### src/rtl/data_demux_router_pkg.sv
// Shared definitions for the data demux router.
//   sel_width(nch) : width of the channel select field (never below 1)
//   DEF_*          : the default interconnect configuration (32 x 32-bit, 16-bit counter)
//   CNT_MAX        : saturation value of the drop counter in the default configuration
//   entry_t        : buffered beat {data, pending} in the default configuration. The
//                    top level declares the same layout sized by its own parameters.
package demux_pkg;

  function automatic int sel_width(input int nch);
    return (nch <= 1) ? 1 : $clog2(nch);
  endfunction

  localparam int DEF_NCH  = 32;
  localparam int DEF_W    = 32;
  localparam int DEF_CNTW = 16;

  localparam logic [DEF_CNTW-1:0] CNT_MAX = '1;

  typedef struct packed {
    logic [DEF_W-1:0]   data;
    logic [DEF_NCH-1:0] pending;
  } entry_t;

endpackage

### src/rtl/data_demux_router_if.sv
// Upstream/downstream handshake bundle of the data demux router.
//   in_valid/in_ready/in_data/in_sel/in_bcast : single upstream stream
//   out_valid/out_ready/out_data              : NCH downstream channels, slice i = [i*W +: W]
// master = the side that sources beats and sinks channels; slave = the router.
interface data_demux_router_if
  import demux_pkg::*;
#(
  parameter int NCH = 32,
  parameter int W   = 32
);
  localparam int SELW = sel_width(NCH);

  logic              in_valid;
  logic              in_ready;
  logic [W-1:0]      in_data;
  logic [SELW-1:0]   in_sel;
  logic              in_bcast;
  logic [NCH-1:0]    out_valid;
  logic [NCH-1:0]    out_ready;
  logic [NCH*W-1:0]  out_data;

  modport master (
    output in_valid, in_data, in_sel, in_bcast, out_ready,
    input  in_ready, out_valid, out_data
  );

  modport slave (
    input  in_valid, in_data, in_sel, in_bcast, out_ready,
    output in_ready, out_valid, out_data
  );
endinterface

### src/rtl/data_demux_router_skid_buf.sv
// Generic 2-entry head/skid buffer.
//   clk, reset    : clock, synchronous active-high reset
//   push_i/push_data_i : load a new entry (only honoured while ready_o=1)
//   pop_i         : head retires at this edge; skid (or a concurrent push) refills head
//   head_upd_i    : value written back into head when it stays (e.g. shrinking mask)
//   head_v_o/head_o : presented entry
//   full_o        : skid occupied
//   ready_o       : registered "skid empty" flag, 0 while in reset
module demux_skid_buf
  import demux_pkg::*;
#(
  parameter type T = logic [31:0]
) (
  input  logic clk,
  input  logic reset,
  input  logic push_i,
  input  T     push_data_i,
  input  logic pop_i,
  input  T     head_upd_i,
  output logic head_v_o,
  output T     head_o,
  output logic full_o,
  output logic ready_o
);
  logic head_v_q, head_v_d;
  logic skid_v_q, skid_v_d;
  logic ready_q;
  T     head_q, head_d;
  T     skid_q, skid_d;

  always_comb begin
    head_v_d = head_v_q;
    head_d   = head_q;
    skid_v_d = skid_v_q;
    skid_d   = skid_q;
    if (head_v_q && pop_i) begin
      if (skid_v_q) begin
        head_d   = skid_q;
        skid_v_d = 1'b0;
      end else begin
        // Retire and accept on the same edge: new beat goes straight to head.
        head_v_d = push_i;
        head_d   = push_data_i;
      end
    end else if (head_v_q) begin
      head_d = head_upd_i;
      if (push_i && !skid_v_q) begin
        skid_v_d = 1'b1;
        skid_d   = push_data_i;
      end
    end else if (push_i) begin
      head_v_d = 1'b1;
      head_d   = push_data_i;
    end
  end

  always_ff @(posedge clk) begin
    if (reset) begin
      head_v_q <= 1'b0;
      skid_v_q <= 1'b0;
      ready_q  <= 1'b0;
      head_q   <= '0;
      skid_q   <= '0;
    end else begin
      head_v_q <= head_v_d;
      skid_v_q <= skid_v_d;
      ready_q  <= !skid_v_d;
      head_q   <= head_d;
      skid_q   <= skid_d;
    end
  end

  assign head_v_o = head_v_q;
  assign head_o   = head_q;
  assign full_o   = skid_v_q;
  assign ready_o  = ready_q;
endmodule

### src/rtl/data_demux_router.sv
// Registered 1-to-NCH data demux with valid/ready per channel, broadcast mode and
// out-of-range drop counting.
//   clk, reset  : clock, synchronous active-high reset
//   enable      : 0 freezes output presentation (no handshakes, mask frozen)
//   bus         : slave side of data_demux_router_if (NCH/W must match this module)
//   drop_pulse  : one-cycle pulse per dropped (out-of-range) beat
//   drop_cnt    : saturating count of dropped beats
module data_demux_router
  import demux_pkg::*;
#(
  parameter int NCH  = 32,
  parameter int W    = 32,
  parameter int CNTW = 16,
  localparam int SELW = sel_width(NCH)
) (
  input  logic                clk,
  input  logic                reset,
  input  logic                enable,
  data_demux_router_if.slave  bus,
  output logic                drop_pulse,
  output logic [CNTW-1:0]     drop_cnt
);
  typedef struct packed {
    logic [W-1:0]   data;
    logic [NCH-1:0] pending;
  } chan_entry_t;

  // One extra bit so the compare also works when NCH is a power of two.
  localparam logic [SELW:0] NCH_L = (SELW+1)'(NCH);

  logic            xfer, sel_oob, push, pop, full, head_v;
  logic [NCH-1:0]  fire, pend_nxt;
  chan_entry_t     new_ent, head, head_upd;
  logic            drop_pulse_q;
  logic [CNTW-1:0] drop_cnt_q;

  assign xfer    = bus.in_valid & bus.in_ready;
  assign sel_oob = !bus.in_bcast && ({1'b0, bus.in_sel} >= NCH_L);
  assign push    = xfer & !sel_oob;

  assign new_ent.data    = bus.in_data;
  assign new_ent.pending = bus.in_bcast ? {NCH{1'b1}} : (NCH'(1) << bus.in_sel);

  demux_skid_buf #(.T(chan_entry_t)) u_buf (
    .clk        (clk),
    .reset      (reset),
    .push_i     (push),
    .push_data_i(new_ent),
    .pop_i      (pop),
    .head_upd_i (head_upd),
    .head_v_o   (head_v),
    .head_o     (head),
    .full_o     (full),
    .ready_o    (bus.in_ready)
  );

  // Channels already served drop out of the mask; the head retires once it is empty.
  assign bus.out_valid = head.pending & {NCH{head_v & enable}};
  assign fire          = bus.out_valid & bus.out_ready;
  assign pend_nxt      = head.pending & ~fire;
  assign pop           = head_v & ~|pend_nxt;
  assign head_upd.data    = head.data;
  assign head_upd.pending = pend_nxt;

  // Unselected slices are zero so the outputs can feed a wired-OR fabric.
  for (genvar gi = 0; gi < NCH; gi++) begin : g_slice
    assign bus.out_data[gi*W +: W] = bus.out_valid[gi] ? head.data : '0;
  end

  always_ff @(posedge clk) begin
    if (reset) begin
      drop_pulse_q <= 1'b0;
      drop_cnt_q   <= '0;
    end else begin
      drop_pulse_q <= xfer & sel_oob;
      if (xfer && sel_oob && (drop_cnt_q != {CNTW{1'b1}})) begin
        drop_cnt_q <= drop_cnt_q + 1'b1;
      end
    end
  end

  assign drop_pulse = drop_pulse_q;
  assign drop_cnt   = drop_cnt_q;

  always_ff @(posedge clk) begin
    if (!reset) begin
      if (bus.in_valid) begin
        assert (!$isunknown(bus.in_sel));
      end
      assert (!(push && full));
    end
  end
endmodule

### src/flat_wrapper.sv
// flat-port wrapper written by rule: the top's interface ports become plain ports
module data_demux_router_flat import demux_pkg::*;
#(
  parameter int NCH  = 32,
  parameter int W    = 32,
  parameter int CNTW = 16,
  localparam int SELW = sel_width(NCH)
)
  (clk, reset, enable, drop_pulse, drop_cnt, bus_in_valid, bus_in_data, bus_in_sel, bus_in_bcast, bus_out_ready, bus_in_ready, bus_out_valid, bus_out_data);
  data_demux_router_if #(.NCH(NCH), .W(W)) bus_i ();
  input  logic clk;
  input  logic reset;
  input  logic enable;
  output logic drop_pulse;
  output logic [CNTW-1:0] drop_cnt;
  input wire logic [$bits(bus_i.in_valid)-1:0] bus_in_valid;
  input wire logic [$bits(bus_i.in_data)-1:0] bus_in_data;
  input wire logic [$bits(bus_i.in_sel)-1:0] bus_in_sel;
  input wire logic [$bits(bus_i.in_bcast)-1:0] bus_in_bcast;
  input wire logic [$bits(bus_i.out_ready)-1:0] bus_out_ready;
  output wire logic [$bits(bus_i.in_ready)-1:0] bus_in_ready;
  output wire logic [$bits(bus_i.out_valid)-1:0] bus_out_valid;
  output wire logic [$bits(bus_i.out_data)-1:0] bus_out_data;
  assign bus_i.in_valid = bus_in_valid;
  assign bus_i.in_data = bus_in_data;
  assign bus_i.in_sel = bus_in_sel;
  assign bus_i.in_bcast = bus_in_bcast;
  assign bus_i.out_ready = bus_out_ready;
  assign bus_in_ready = bus_i.in_ready;
  assign bus_out_valid = bus_i.out_valid;
  assign bus_out_data = bus_i.out_data;
  data_demux_router #(.NCH(NCH), .W(W), .CNTW(CNTW)) u_core (.clk(clk), .reset(reset), .enable(enable), .bus(bus_i), .drop_pulse(drop_pulse), .drop_cnt(drop_cnt));
endmodule
### config.mk
export PLATFORM = sky130hd
export DESIGN_NAME = data_demux_router_flat
export DESIGN_NICKNAME = d
export VERILOG_FILES = /design/src/rtl/data_demux_router_pkg.sv /design/src/rtl/data_demux_router_if.sv /design/src/rtl/data_demux_router_skid_buf.sv /design/src/rtl/data_demux_router.sv /design/src/flat_wrapper.sv
export SDC_FILE = /design/constraint.sdc
export NUM_CORES = 1
export LEC_CHECK = 0
export CORE_AREA = 2 2 442 444
export DETAILED_ROUTE_END_ITERATION = 16
export DIE_AREA = 0 0 444 446
export GPL_TIMING_DRIVEN = 0
export PLACE_DENSITY = 0.3
export RECOVER_POWER = 25
export SLEW_MARGIN = 10
export SYNTH_ARGS = -nofsm -noshare
export SYNTH_HDL_FRONTEND = slang
export SYNTH_SLANG_ARGS = --single-unit
### constraint.sdc
create_clock -name clk -period 4.6 [get_ports clk]
set_clock_uncertainty 0.1 [all_clocks]
set_input_delay 0.92 -clock clk [delete_from_list [all_inputs] [get_ports clk]]
set_output_delay 0.92 -clock clk [all_outputs]
set_load 0.01 [all_outputs]
==> results of run 1 <==
## path summary, 6_finish.rpt
kind	start	end	slack, ns	cells past startpoint
worst max-delay path	u_core.u_buf.head_v_o	bus_out_valid[17]	0.04	7
worst min-delay path	u_core.u_buf.skid_q[62]	u_core.u_buf.skid_q[62]	0.36	2
worst max register to register	u_core.u_buf.head_o[19]	u_core.u_buf.head_o[34]	0.93	8
worst min register to register	u_core.u_buf.skid_q[62]	u_core.u_buf.skid_q[62]	0.36	2
## per-layer routing
layer | up-vias | global-route usage | routed length [µm]
met4 | 20 | 0.05558 | 4826
met2 | 651 | 0.2929 | 87900
met5 | - | 0 | 123
li1 | 9504 | - | -
met3 | 147 | 0.02760 | 7620
met1 | 9722 | 0.1829 | 65310
## sequential cells by signal (all words and copies together), names as in the netlist
name,count
u_core.u_buf.skid_q,64
u_core.u_buf.full_o,1
u_core.u_buf.ready_o,1
u_core.u_buf.head_o,64
u_core.u_buf.head_v_o,1
## final cells by class
type                            instances  area share
Sequential cell                       131     0.08720
Tap cell                             2542      0.1058
Clock buffer                           20     0.01518
Antenna cell                           34    0.002829
Clock inverter                         12    0.003536
Multi-Input combinational cell       1777      0.3637
Timing Repair Buffer                 1128      0.3750
Buffer                                307     0.04531
Inverter                               12    0.001498
## synth_stat cells, types with 3 or more instances
library cell  number
a31o_1            26
dfxtp_1          131
a221oi_1          22
o221a_2           30
o211ai_1           5
nor2b_1           15
buf_2             11
a211oi_1          57
a22oi_1            4
o21ai_0            4
a2111oi_0         23
inv_1              9
nor3_1            27
nand2b_1          13
a31o_2             4
nand3b_1           4
o32ai_1            4
mux2_2            30
and2_1           994
buf_4             22
a21oi_1           86
buf_1              4
nand3_1           12
nor4_1             6
clkbuf_1         261
nand2_1           85
and3_1            64
nand4_1            7
buf_6              8
nor2_1           205
buf_8              3
## stage by stage
stage / setup WS [ns] / cell area [µm²]
after global placement: -1.046 / 29340
after detailed placement: -1.051 / 29370
after global routing: -0.001971 / 30030
final: 0.04021 / 30080
after floorplan: 1.221 / 14890
after CTS: -0.001693 / 30080
## cells by family (layout without fill, tap and decap cells)
logic type | Yosys count | count (layout)
DFF | 131 | 131
muxes | 32 | 32
and+or+nand+nor | 1444 | 1444
AOI/OAI and AO/OA | 284 | 284
other | 1 | 51
buffers and inverters | 321 | 1479
## power by group through the flow
stage / combinational, µW / sequential [µW] / clock (µW)
2_1_floorplan: 624 / 1280 / 0
3_3_place_gp: 1330 / 1420 / 0
3_5_place_dp: 1330 / 1420 / 0
4_1_cts: 1340 / 1390 / 1440
5_1_grt: 1410 / 1390 / 1470
6_report: 1300 / 1370 / 1390
## worst register-to-register path, delay by kind of cell, from the launching register on
kind	cells	cell delay, ns
buf+inv	2	0.67
simple gates	4	1.46
flops	1	0.36
compound gates	2	1.01
==> qor.yml, run 1 <==
outcome:
  status: "completed"
pwr:
  swShare: 0.4224
  leakage_uw: 0.01100
  p_comb_frac: 0.320
  powerDensity_mw_per_mm2: 135.3
  p_total_uw: 4068
  seqPwrFrac: 0.337
  vdd_drop_max_mv: 0.3021
  p_int_uw: 2350
  clkPwrFrac: 0.342
  net-switching-power_uw: 1719
synthesis:
  synthXorXnorAreaFrac: 0
  synth_ff_type: "dfxtp_1"
  ys_ff_latch: 131
  synth_top_area_share: 0.4193
  synth-async-reset-ratio: 0
  synthCells: 2213
  yosysSeqAreaShare: 0.1768
  muxShareOfSynthArea: 0.02413
  syn_avg_cell_area_um2: 6.702
  synthDistinctLibCells: 58
  synth_compound_area_frac: 0.1448
  synthTopCellsByArea: "and2_1 (42%), dfxtp_1 (18%), clkbuf_1 (6.6%), nor2_1 (5.2%), a21oi_1 (2.9%)"
  synth-warning-count: 0
  synth_top_area_cell: "and2_1"
  synth_fa_ha_area_frac: 0
  synth_edf_count: 0
  yosys.area_share.simple: 0.5599
  netlist_area_mm2: 0.01483
  synth_top_family_by_area: "simple AND/OR/NAND/NOR gates"
cts:
  cts_sinks: 131
  hold_buffers: 0
  cts_root_buf: "clkbuf_16"
  htree_num_levels: 4
  cts_tree: "yes"
  cts_made_buffers: 17
  post_cts_resized: 96
  clk_pin_slew_worst_paths_ns: 0.06
  postCtsSetupBuffers: 0
  clock_path_buffers: 2
  clock_latency_ns: 0.49
detailed_routing:
  drtPass1Iterations: 5
  avgViaCountPerCell: 3.361
  vias: 20040
  routed_wl_mm: 165.8
  postRouteAntennaNets: 0
  drcViolationCount: 0
  wl_per_cell_um: 27.80
  drt_iter0_markers: 1079
sta:
  max_clock_freq_mhz: 219.3
  relSlewSlack: 0.1373
  final_max_slew_viol_count: 0
  setup_viol: 0
  timing.final.crit_share: 0.9913
  fin_crit_ns: 4.560
  worstMarginPinSlew_ns: 1.294
  hold_violations: 0
  setup_tns_ns: 0
  hold_slack_ns: 0.3621
layout:
  fillerInstances: 22290
  final_cell_mix: "clkdlybuf4s50_1 (1005), and2_1 (988), clkbuf_1 (207)"
  drive_above_1_share: 0.06584
  seq_area_mm2: 0.002623
  final_common_cell: "clkdlybuf4s50_1"
  syn_to_final_growth_pct: 102.8
  fin_nets: 3448
  fin_cells: 5963
  post-route-util: 0.1554
  multiInputGateArea_mm2: 0.01094
critical_path:
  cp_data_required_time_ns: 3.58
  cp.buffers_inverters: 6
  crit_chain: "buf_2 -> buf_4 -> clkbuf_2 -> clkbuf_2 -> and3_4 -> clkbuf_1 -> clkdlybuf4s50_1"
  cp_slowest_stage_delay_ns: 0.87
  path_common_cell: "clkbuf_2"
  startpoint_type: "flop"
  crit_family: "buffers and inverters"
  worst_path_max_delay_cell: "clkdlybuf4s50_1"
  crit_type: "flop to output pin"
  cp-end-kind: "output pin"
  critical_path_arrival_ns: 3.54
  crit_fanout: 10
run:
  cap_violations: 0
placed_design:
  dp.final_hpwl_mm: 141.9
  place_congestion: 0.8229
  placedCellCount: 5899
  io_buffers: 1126
hold_path:
  min_path_type: "flop to flop"
global_routing:
  grt_pass1_vias: 19060
  grt_pass1_wl_mm: 208.7
  grt_start_max_net_pins: 17
  grt_util_all_layers: 0.1590
  antenna_found_initial: 64
  gr-total-overflow: 0
floorplanning:
  core_area_mm2: 0.1936
  die-area_mm2: 0.1980
  io_pins: 1148
  die_width_um: 444
  initial_core_util: 0.07662
  fp.dieH_um: 446
  rows: 162
(Power assumes the default switching activity.)
==> run 2: changes to the inputs <==
--- a/config.mk
+++ b/config.mk
@@ -10,7 +10,7 @@
 export DIE_AREA = 0 0 444 446
 export GPL_TIMING_DRIVEN = 0
 export PLACE_DENSITY = 0.3
-export RECOVER_POWER = 25
+export RECOVER_POWER = 100
 export SLEW_MARGIN = 10
 export SYNTH_ARGS = -nofsm -noshare
 export SYNTH_HDL_FRONTEND = slang
==> run 2 against run 1 <==
Sequential share of layout area is essentially flat. Count of clock-buffer cells in the layout is the same. Critical path depth is the same. Wire length shrank 0.11%. Worst setup slack lost 0.0096 ns. Core utilization is essentially flat. Flip-flop and latch count is the same. Sequential power is essentially flat. Non-clock buffer count is the same. Cell area is essentially flat. Die area is the same. Register-to-register slack is essentially flat. Largest cell class unchanged. Largest power group unchanged.
==> qor.yml, run 2 (synthesis results as in run 1) <==
cts:
  cts_tree: "yes"
  htree_num_levels: 4  # unchanged
  clk_pin_slew_worst_paths_ns: 0.06  # about the same
  hold_buffers: 0  # unchanged
  clock_path_buffers: 2  # unchanged
  cts_made_buffers: 17  # unchanged
  cts_root_buf: "clkbuf_16"
  clock_latency_ns: 0.49  # about the same
  cts_sinks: 131  # unchanged
global_routing:
  gr-total-overflow: 0  # unchanged
  busiest_layer: "met2"
  grt_use_met2: 0.2929  # unchanged
  globalRouteMet1Util: 0.1829  # unchanged
  grt_pass1_wl_mm: 208.7  # unchanged
  antenna_found_initial: 63  # -1.6%
  grt_start_max_net_pins: 17  # unchanged
  grt_util_all_layers: 0.1590  # unchanged
  grtUsageMet3: 0.02760  # unchanged
  grt_pass1_vias: 19060  # unchanged
layout:
  final_cell_mix: "and2_1 (792), dlygate4sd3_1 (670), clkdlybuf4s50_1 (448)"
  drive_above_1_share: 0.06554  # -0.0002952
  final_common_cell: "and2_1"
  fillerInstances: 22290  # +0.0045%
  fin_nets: 3448  # unchanged
  seq_area_mm2: 0.002623  # unchanged
  syn_to_final_growth_pct: 102.7  # about the same
  multiInputGateArea_mm2: 0.01094  # unchanged
outcome:
  status: "completed"
pwr:
  powerDensity_mw_per_mm2: 135.0  # -0.17%
  vdd_drop_max_mv: 0.3017  # -0.11%
  leakage_uw: 0.01279  # +16%
sta:
  setup_ws_ns: 0.03060  # -0.009606 ns
  setup_viol: 0  # unchanged
  setup_tns_ns: 0  # unchanged
  timing.final.crit_share: 0.9933  # +0.002088
  fin_crit_ns: 4.569  # +0.009606 ns
  final_max_slew_viol_count: 0  # unchanged
  worstMarginPinSlew_ns: 1.300  # +0.006039 ns
  max_clock_freq_mhz: 218.8  # -0.21%
  hold_violations: 0  # unchanged
  hold_slack_ns: 0.3620  # -0.00006100 ns
  relSlewSlack: 0.1333  # -0.004026
critical_path:
  cp-end-kind: "output pin"
  r2r_slack_ns: 0.92  # about the same
  crit_fanout: 10  # unchanged
  cp_data_required_time_ns: 3.58  # about the same
  crit_type: "flop to output pin"
  startpoint_type: "flop"
  critical_path_arrival_ns: 3.55  # about the same
detailed_routing:
  avgViaCountPerCell: 3.361  # about the same
  drcViolationCount: 0  # unchanged
  postRouteAntennaNets: 0  # unchanged
  drtPass1Iterations: 5  # unchanged
  routed_wl_mm: 165.6  # -0.11%
  wl_per_cell_um: 27.78  # about the same
  drt_iter0_markers: 1107  # +2.6%
  vias: 20030  # -0.050%
floorplanning:
  initial_core_util: 0.07662  # unchanged
  die_width_um: 444  # unchanged
  core_area_mm2: 0.1936  # unchanged
  die-area_mm2: 0.1980  # unchanged
  io_pins: 1148  # unchanged
  fp.dieH_um: 446  # unchanged
  rows: 162  # unchanged
placed_design:
  dp.final_hpwl_mm: 141.9  # unchanged
  place_congestion: 0.8229  # unchanged
  dp_slack_ns: -1.051  # unchanged
  io_buffers: 1126  # unchanged
hold_path:
  min_path_type: "flop to flop"
run:
  cap_violations: 0  # unchanged
[run 2: through the flow]
| stage | util | instance area, µm² | instances | total power (µW) |
|---|---|---|---|---|
| after floorplan | - | 14890 | 2229 | 1902 |
| after global placement | 0.1516 | 29340 | 5897 | 2750 |
| after detailed placement | 0.1517 | 29370 | 5899 | 2748 |
| after CTS | 0.1554 | 30080 | 5931 | 4170 |
| after global routing | 0.1551 | 30020 | 5944 | 4266 |
| final | 0.1553 | 30060 | 5960 | 4060 |
[run 2: layer usage]
layer	wire, µm	up-vias	share of wire
met5	123	-	0.00074
met4	4634	20	0.028
met3	8045	133	0.049
met2	88060	661	0.53
met1	64730	9722	0.39
li1	-	9498	-
[run 2: where the power goes]
group / switching [µW] / internal, µW
sequential: 167 / 1200
clock: 623 / 768
combinational: 928 / 371
[run 2: path summary, 6_finish.rpt]
kind,startpoint,to,cells after the start
setup reg to reg,u_core.u_buf.head_o[10],u_core.u_buf.skid_q[60],8
setup / recovery,u_core.u_buf.head_v_o,bus_out_valid[17],7
hold / removal,u_core.u_buf.skid_q[62],u_core.u_buf.skid_q[62],2
hold reg to reg,u_core.u_buf.skid_q[62],u_core.u_buf.skid_q[62],2
[run 2: repair_timing]
action | CTS | global route
resized for setup | 96 | 29
setup endpoints to repair | 811 | 76
setup buffers | 0 | 0
[run 2: worst max-delay path: stages (launching register included)]
cell	delay, ns
dfxtp_1	0.30
buf_2	0.20
buf_4	0.22
clkbuf_2	0.27
clkbuf_2	0.29
and3_4	0.42
clkbuf_1	0.44
clkdlybuf4s50_1	0.88
[run 2: layout make-up]
class | instances | share of cell area
Buffer | 307 | 0.04520
Antenna cell | 31 | 0.002580
Clock inverter | 12 | 0.003538
Timing Repair Buffer | 1128 | 0.3751
Sequential cell | 131 | 0.08723
Tap cell | 2542 | 0.1058
Multi-Input combinational cell | 1777 | 0.3638
Clock buffer | 20 | 0.01519
Inverter | 12 | 0.001498
==> run 3: changes to the inputs <==
--- a/config.mk
+++ b/config.mk
@@ -8,9 +8,9 @@
 export CORE_AREA = 2 2 442 444
 export DETAILED_ROUTE_END_ITERATION = 16
 export DIE_AREA = 0 0 444 446
-export GPL_TIMING_DRIVEN = 0
 export PLACE_DENSITY = 0.3
 export RECOVER_POWER = 100
+export SETUP_SLACK_MARGIN = 0.2
 export SLEW_MARGIN = 10
 export SYNTH_ARGS = -nofsm -noshare
 export SYNTH_HDL_FRONTEND = slang
==> run 3 against run 2 <==
Sequential power grew 17%. Core utilization shrank 0.22 points. Count of clock-buffer cells in the layout shrank 1. Register-to-register slack lost 0.32 ns. Wire length shrank 8.5%. Worst hold slack gained 0.0068 ns. Cell area shrank 1.4%. Largest power group is now registers.
==> qor.yml, run 3 (synthesis results as in run 1) <==
outcome:
  status: "completed"
detailed_routing:
  avgViaCountPerCell: 3.314  # -1.4%
  postRouteAntennaNets: 0  # unchanged
  wl_per_cell_um: 26.32  # -5.3%
  drt_iter0_markers: 1045  # -5.6%
  drtPass1Iterations: 5  # unchanged
  routed_wl_mm: 151.4  # -8.5%
  drcViolationCount: 0  # unchanged
  vias: 19070  # -4.8%
cts:
  post_cts_resized: 0  # -100%
  hold_buffers: 0  # unchanged
  cts_tree: "yes"
  cts_sinks: 131  # unchanged
  clk_pin_slew_worst_paths_ns: 0.06  # about the same
  clock_path_buffers: 2  # unchanged
  cts_root_buf: "clkbuf_16"
  clock_latency_ns: 0.46  # -0.03 ns
  cts_made_buffers: 17  # unchanged
  htree_num_levels: 4  # unchanged
  postCtsSetupBuffers: 0  # unchanged
global_routing:
  grt_start_max_net_pins: 64  # +47
  gr-total-overflow: 0  # unchanged
  grt_pass1_vias: 17990  # -5.6%
  grt_pass1_wl_mm: 192.9  # -7.6%
  grt_util_all_layers: 0.1445  # -0.01455
  antenna_found_initial: 72  # +14%
floorplanning:
  initial_core_util: 0.07662  # unchanged
  fp.dieH_um: 446  # unchanged
  io_pins: 1148  # unchanged
  die-area_mm2: 0.1980  # unchanged
  die_width_um: 444  # unchanged
  core_area_mm2: 0.1936  # unchanged
  rows: 162  # unchanged
sta:
  max_clock_freq_mhz: 227.9  # +4.1%
  relSlewSlack: 0.1477  # +0.01442
  hold_violations: 0  # unchanged
  setup_tns_ns: 0  # unchanged
  final_max_slew_viol_count: 0  # unchanged
  fin_crit_ns: 4.387  # -0.1819 ns
  rsz0062_at_grt: "no"
  timing.final.crit_share: 0.9538  # -0.03955
  setup_viol: 0  # unchanged
  worstMarginPinSlew_ns: 1.278  # -0.02163 ns
critical_path:
  crit_type: "input port to output pin"
  cp-end-kind: "output pin"
  cp_data_required_time_ns: 3.58  # about the same
  startpoint_type: "input port"
  r2r_cells: 8  # unchanged
  crit_fanout: 33  # +23
  r2r_slack_ns: 0.60  # -0.32 ns
  critical_path_arrival_ns: 3.37  # -0.18 ns
pwr:
  p_total_uw: 4087  # +0.67%
  vdd_drop_max_mv: 0.2023  # -33%
  powerDensity_mw_per_mm2: 137.9  # +2.1%
  leakage_uw: 0.01310  # +2.4%
run:
  cap_violations: 0  # unchanged
placed_design:
  place_congestion: 0.7821  # -5.0%
  io_buffers: 1130  # +0.36%
  dp.final_hpwl_mm: 114.9  # -19%
hold_path:
  min_path_type: "flop to flop"
  hold_depth: 2  # unchanged
layout:
  final_cell_mix: "and2_1 (856), dlygate4sd3_1 (787), clkdlybuf4s50_1 (341)"
  drive_above_1_share: 0.07438  # +0.008833
  post-route-util: 0.1531  # -0.002178
  fin_nets: 3234  # -6.2%
  syn_to_final_growth_pct: 99.86
  final_common_cell: "and2_1"
-- run 3: changes by cell type in the layout (fill, tap and decap cells not counted), sizes merged, moves of 7 or more --
cell           change
diode              +9
clkdlybuf4s50    -107
buf               +30
dlygate4sd2        -7
dlygate4sd3      +117
clkbuf           -248
-- run 3: final cells by class --
cell class / instances / area, µm²
Clock buffer: 19 / 452.9
Fill cell: 22170 / 163900
Multi-Input combinational cell: 1777 / 10900
Timing Repair Buffer: 1221 / 12150
Tap cell: 2542 / 3181
Clock inverter: 13 / 147.6
Antenna cell: 40 / 100.1
Inverter: 12 / 45.04
Sequential cell: 131 / 2674
-- run 3: per-layer routing --
| layer | share of wire | global-route usage | routed length, µm |
|---|---|---|---|
| met4 | 0.023 | 0.03413 | 3553 |
| met1 | 0.38 | 0.1612 | 57670 |
| met3 | 0.047 | 0.02478 | 7111 |
| met2 | 0.55 | 0.2801 | 82990 |
| met5 | 0.00079 | 0 | 120 |
-- run 3: path summary, 6_finish.rpt --
path,from,endpoint
max,enable,bus_out_data[648]
min,u_core.u_buf.skid_q[62],u_core.u_buf.skid_q[62]
max reg2reg,u_core.u_buf.head_v_o,u_core.u_buf.skid_q[63]
min reg2reg,u_core.u_buf.skid_q[62],u_core.u_buf.skid_q[62]
-- run 3: critical path, cell delays in order --
cell,delay (ns)
buf_2,0.40
buf_12,0.23
and3_1,0.16
clkbuf_2,0.67
and2_1,0.22
dlygate4sd3_1,0.68
-- run 3: per-stage QoR --
stage / hold slack, ns / cell area (µm²) / worst slack [ns] / instances
finish: 0.3688 / 29640 / 0.2125 / 5755
global route: 0.3821 / 29560 / 0.1248 / 5724
CTS: 0.3661 / 29730 / 0.3559 / 5715
detailed placement: 0.3565 / 29130 / 0.3757 / 5683
global placement: 0.3477 / 29120 / 0.3482 / 5683
floorplan: 0.3351 / 14890 / 1.221 / 2229
-- run 3: where the power goes --
| part | switching [µW] | internal, µW | total (µW) |
|---|---|---|---|
| clock network | 643 | 836 | 1480 |
| logic | 647 | 361 | 1010 |
| registers | 392 | 1210 | 1600 |
